==> src/rtl/shift_add_multiplier.sv <==
// Iterative 32x32->64 shift-add multiplier built on a two-block 32-bit CLA (start/busy/done).
// Optional signed operation is enabled by defining MULT_SIGNED_EN.

module cla16 (
   input  logic [15:0] x,
   input  logic [15:0] y,
   input  logic        cin,
   output logic [15:0] sum,
   output logic        grp_g,
   output logic        grp_p
);
   logic [15:0] g, p, c;
   logic [3:0]  gg, gp, gc;

   always_comb begin
      g  = x & y;
      p  = x ^ y;
      gg = '0;
      gp = '0;
      c  = '0;
      for (int k = 0; k < 4; k++) begin
         gg[k] = g[4*k+3] | (p[4*k+3] & g[4*k+2]) | (p[4*k+3] & p[4*k+2] & g[4*k+1])
               | (p[4*k+3] & p[4*k+2] & p[4*k+1] & g[4*k]);
         gp[k] = &p[4*k +: 4];
      end
      gc[0] = cin;
      gc[1] = gg[0] | (gp[0] & cin);
      gc[2] = gg[1] | (gp[1] & gg[0]) | (gp[1] & gp[0] & cin);
      gc[3] = gg[2] | (gp[2] & gg[1]) | (gp[2] & gp[1] & gg[0]) | (gp[2] & gp[1] & gp[0] & cin);
      // Per-nibble carries are fully expanded from the nibble carry-in.
      for (int k = 0; k < 4; k++) begin
         c[4*k]   = gc[k];
         c[4*k+1] = g[4*k] | (p[4*k] & gc[k]);
         c[4*k+2] = g[4*k+1] | (p[4*k+1] & g[4*k]) | (p[4*k+1] & p[4*k] & gc[k]);
         c[4*k+3] = g[4*k+2] | (p[4*k+2] & g[4*k+1]) | (p[4*k+2] & p[4*k+1] & g[4*k])
                  | (p[4*k+2] & p[4*k+1] & p[4*k] & gc[k]);
      end
      sum   = p ^ c;
      grp_g = gg[3] | (gp[3] & gg[2]) | (gp[3] & gp[2] & gg[1]) | (gp[3] & gp[2] & gp[1] & gg[0]);
      grp_p = &gp;
   end
endmodule

module lcu_16to32 (
   input  logic [1:0] grp_g,
   input  logic [1:0] grp_p,
   input  logic       cin,
   output logic       c16,
   output logic       cout
);
   assign c16  = grp_g[0] | (grp_p[0] & cin);
   assign cout = grp_g[1] | (grp_p[1] & grp_g[0]) | (grp_p[1] & grp_p[0] & cin);
endmodule

module shift_add_multiplier #(
   parameter int WIDTH = 32
) (
   input  logic             clk,
   input  logic             rst,
   input  logic             start,
   input  logic             signed_op,
   input  logic [WIDTH-1:0] a,
   input  logic [WIDTH-1:0] b,
   output logic             busy,
   output logic             done,
   output logic [WIDTH-1:0] prod_hi,
   output logic [WIDTH-1:0] prod_lo
);
   localparam int CW = $clog2(WIDTH);

   typedef enum logic [1:0] {IDLE = 2'd0, RUN = 2'd1, DONE = 2'd2} state_t;

   state_t             state, state_nx;
   logic [WIDTH-1:0]   mcand, acc_hi, acc_lo, add_b, sum, a_mag, b_mag;
   logic [CW-1:0]      cnt;
   logic               cout, c16;
   logic [1:0]         grp_g, grp_p;
   logic [2*WIDTH-1:0] acc_full, result, prod_q;

   assign add_b    = acc_lo[0] ? mcand : '0;
   assign acc_full = {acc_hi, acc_lo};

   cla16 u_cla_lo (.x(acc_hi[15:0]),  .y(add_b[15:0]),  .cin(1'b0), .sum(sum[15:0]),
                   .grp_g(grp_g[0]), .grp_p(grp_p[0]));
   cla16 u_cla_hi (.x(acc_hi[31:16]), .y(add_b[31:16]), .cin(c16),  .sum(sum[31:16]),
                   .grp_g(grp_g[1]), .grp_p(grp_p[1]));
   lcu_16to32 u_lcu (.grp_g(grp_g), .grp_p(grp_p), .cin(1'b0), .c16(c16), .cout(cout));

`ifdef MULT_SIGNED_EN
   logic neg, neg_ld;

   always_comb begin
      a_mag  = a;
      b_mag  = b;
      neg_ld = 1'b0;
      if (signed_op) begin
         if (a[WIDTH-1]) a_mag = ~a + WIDTH'(1);
         if (b[WIDTH-1]) b_mag = ~b + WIDTH'(1);
         neg_ld = a[WIDTH-1] ^ b[WIDTH-1];
      end
   end

   assign result = neg ? (~acc_full + (2*WIDTH)'(1)) : acc_full;

   always_ff @(posedge clk) begin
      if (rst)                          neg <= 1'b0;
      else if (state == IDLE && start)  neg <= neg_ld;
   end
`else
   logic unused_signed_op;

   assign unused_signed_op = signed_op;
   assign a_mag  = a;
   assign b_mag  = b;
   assign result = acc_full;
`endif

   always_ff @(posedge clk) begin
      if (rst) state <= IDLE;
      else     state <= state_nx;
   end

   always_comb begin
      state_nx = state;
      case (state)
         IDLE:    if (start) state_nx = RUN;
         RUN:     if (cnt == CW'(WIDTH-1)) state_nx = DONE;
         DONE:    state_nx = IDLE;
         default: state_nx = IDLE;
      endcase
   end

   // One partial-product step per RUN cycle; the 33-bit {cout,sum} shifts right into the accumulator.
   always_ff @(posedge clk) begin
      if (rst) begin
         mcand  <= '0;
         acc_hi <= '0;
         acc_lo <= '0;
         cnt    <= '0;
         prod_q <= '0;
      end else begin
         case (state)
            IDLE: if (start) begin
               mcand  <= a_mag;
               acc_hi <= '0;
               acc_lo <= b_mag;
               cnt    <= '0;
            end
            RUN: begin
               acc_hi <= {cout, sum[WIDTH-1:1]};
               acc_lo <= {sum[0], acc_lo[WIDTH-1:1]};
               cnt    <= cnt + CW'(1);
            end
            DONE:    prod_q <= result;
            default: ;
         endcase
      end
   end

   // The result is shown combinationally in DONE so it lines up with the done pulse.
   assign busy               = (state != IDLE);
   assign done               = (state == DONE);
   assign {prod_hi, prod_lo} = (state == DONE) ? result : prod_q;
endmodule

==> config.mk <==
export PLATFORM = sky130hd
export DESIGN_NAME = shift_add_multiplier
export DESIGN_NICKNAME = d
export VERILOG_FILES = /design/src/rtl/shift_add_multiplier.sv
export SDC_FILE = /design/constraint.sdc
export NUM_CORES = 1
export LEC_CHECK = 0
export ABC_AREA = 1
export BUFFER_PORTS_ARGS = -buffer_cell sky130_fd_sc_hd__buf_2
export CAP_MARGIN = 20
export CORE_UTILIZATION = 51
export DETAILED_ROUTE_END_ITERATION = 12
export PLACE_DENSITY = 0.76
export SYNTH_ARGS = -nofsm -noshare
export SYNTH_HDL_FRONTEND = slang
export SYNTH_SLANG_ARGS = --single-unit
==> constraint.sdc <==
create_clock -name clk -period 2.7 [get_ports clk]
set_clock_uncertainty 0.05 [all_clocks]
set_input_delay 0.27 -clock clk [delete_from_list [all_inputs] [get_ports clk]]
set_output_delay 0.27 -clock clk [all_outputs]
set_load 0.1 [all_outputs]
==> impl_metrics.toml <==
[outcome]
outcome = "finished clean"

[clock_network]
clk_root_buffer_cell = "clkbuf_16"
clockBufferDepth = 2
hold_buffers = 0
numCtsBuffers = 17
cts_tree = "done"
insertion_delay_ns = 0.43
path_clk_slew_ns = 0.06
cts_sinks = 167
cts.htree.levels = 4

[placed_design]
placed_cells = 1439
placed_area_um2 = 9027
pre_cts_slack_ns = 0.04180
dp_hpwl_um = 11760
io_buffers = 132
place.gp.congestion = 0.8687

[timing]
fin_ws_ns = 0.1316
max-slew-margin-rel = 0.3957
fin_crit_ns = 2.568
hold_violations = 0
setup_viol = 0
worst_slew_pin_slew_ns = 0.9051
fin_setup_tns_ns = 0
max_freq_ghz = 0.3894
slew_violations = 0
whs_ns = 0.04163
fin_crit_sh = 0.9512

[die]
start_util = 0.5309
die_width_um = 128.7
die_height_um = 128.7
rows = 45
die_area_um2 = 16570
io_pins = 134
core-area_um2 = 15430

[worst_setup_path]
critPathKind = "reg -> reg"
start_kind = "flip-flop"
critPathRequiredTime_ns = 2.93
arrival_ns = 2.80
end_kind = "flip-flop"
path_max_fanout = 6
r2r_slack_ns = 0.13

[logic_synthesis]
synth_compound_area_frac = 0.1644
yosysTopAreaCell = "dfxtp_1"
synth_edf_count = 0
synth_top_family_by_area = "simple AND/OR/NAND/NOR gates"
synth_top_area_frac = 0.4082
synth.net_count = 1255
synthAdderAreaFrac = 0.07149
yosys_warnings = 0
yosys-mux-area-fraction = 0
synth-simple-area-share = 0.2609
synth.top_cells.by_area = "dfxtp_1 41%, nand2_1 9.4%, o21ai_0 8.6%, nor2_1 7.0%, inv_1 6.2%"
synth_xor_area_frac = 0.001069
async_flop_share = 0
synth_area_um2 = 8190
synthCells = 1145
yosysSeqAreaShare = 0.4082
syn-mean-instance-area_um2 = 7.153
yosys_most_used_dff = "dfxtp_1"
synth_cell_types = 39
ys_ff_latch = 167

[route]
drcViolationCount = 0
ant_nets = 0
dr.pass1.iters = 5
avgRoutedWirePerCell_um = 13.26
vias = 7504
vias_per_cell = 5.087
drt-initial-drc-count = 470
wl_um = 19550

[cells_and_area]
design_area_um2 = 9783
syn_to_final_growth_pct = 19.45
final_common_cell = "nand2_1"
layout-drive-gt1-share = 0.2239
utilization = 0.6341
n_antenna_cell = 0
instances_no_fill = 1475
final_nets = 1362
layout_common_cells = "201 x nand2_1, 166 x dfxtp_1, 149 x nor2_1, 139 x o21ai_0, 134 x inv_1"

[global_routing]
grt_usage = 0.2377
grt_pass1_wl_um = 31060
grt_pass1_vias = 6828
grt-ovfl-total = 0
antenna_found_initial = 0
grt_max_degree = 103

[power_and_ir_drop]
p_total_mw = 5.448
p_leak_nw = 5.378
ir_worst_vdd_mv = 0.4488
p_per_area_nw_per_um2 = 556.9

[hold_path]
hold_path_class = "in -> reg"

[job]
maxCapViolCount = 0
==> worst paths after layout <==
kind	from	to	cells past startpoint
setup / recovery	acc_lo[0]	acc_hi[23]	15
hold / removal	a[10]	mcand[10]	3
setup reg to reg	acc_lo[0]	acc_hi[23]	15
hold reg to reg	cnt[4]	cnt[4]	2
==> routing by layer <==
metal  GRT usage  part of all wire
met5           0                 0
met4     0.07820             0.014
met3     0.05114             0.044
met2      0.4181              0.49
met1      0.2882              0.45
==> cells in the mapped netlist, types with 2 or more instances <==
cell      instances
a21oi_1          60
nor2_2            4
fa_1              8
nor3_1            4
or2_0            13
nand2_1         205
nand3b_1          6
nand2_2           7
inv_2             2
a21oi_2           2
ha_1             34
or2_2            53
nor2_1          153
buf_2             4
a21o_1            4
inv_1           136
nand2_4           4
nand4_1           2
clkbuf_1         54
clkbuf_2          2
a31oi_1          35
nand3_2           4
dfxtp_1         167
o21ai_1           3
o21ai_0         141
nand3_1          25
==> flip-flops by register name (all words and copies together) (netlist names) <==
register  cells
state         2
cnt           5
prod_q       64
mcand        32
acc_lo       32
acc_hi       32
==> critical path, cell delays in order, from the launching register on <==
cell       delay [ns]
dfxtp_4          0.39
clkbuf_16        0.16
nand2_1          0.07
inv_1            0.08
ha_1             0.31
nand2_1          0.07
nor2_2           0.13
nand2_2          0.10
a21oi_2          0.15
nor2_2           0.07
nand2_4          0.12
nand2_2          0.08
nand2_4          0.08
fa_2             0.43
nand2_1          0.08
a21oi_1          0.07
==> power breakdown <==
group | switching, mW | internal, mW
sequential | 0.0728 | 2.57
combinational | 0.331 | 0.192
clock | 1.01 | 1.27
==> cell type report <==
type,count,area [um^2]
fillers,1401,5644
multi-input cells,777,4210
flip-flops and latches,167,3347
repair buffers,150,887.1
inverters,139,521.8
clock buffers,18,429.2
well taps,211,264.0
clock inverters,13,123.9
==> what timing repair did <==
action	in CTS	in global routing
endpoints found under the setup margin	0	46
gates resized for setup	0	30
setup buffers	0	3
==> kinds of logic after synthesis <==
group,after synthesis
AOI/OAI and AO/OA,251
xor gates and xnor gates,1
adders and majority gates,42
buffers and inverters,201
DFF,167
and+or+nand+nor,483
Note: power is estimated with default switching activity, not from simulation.
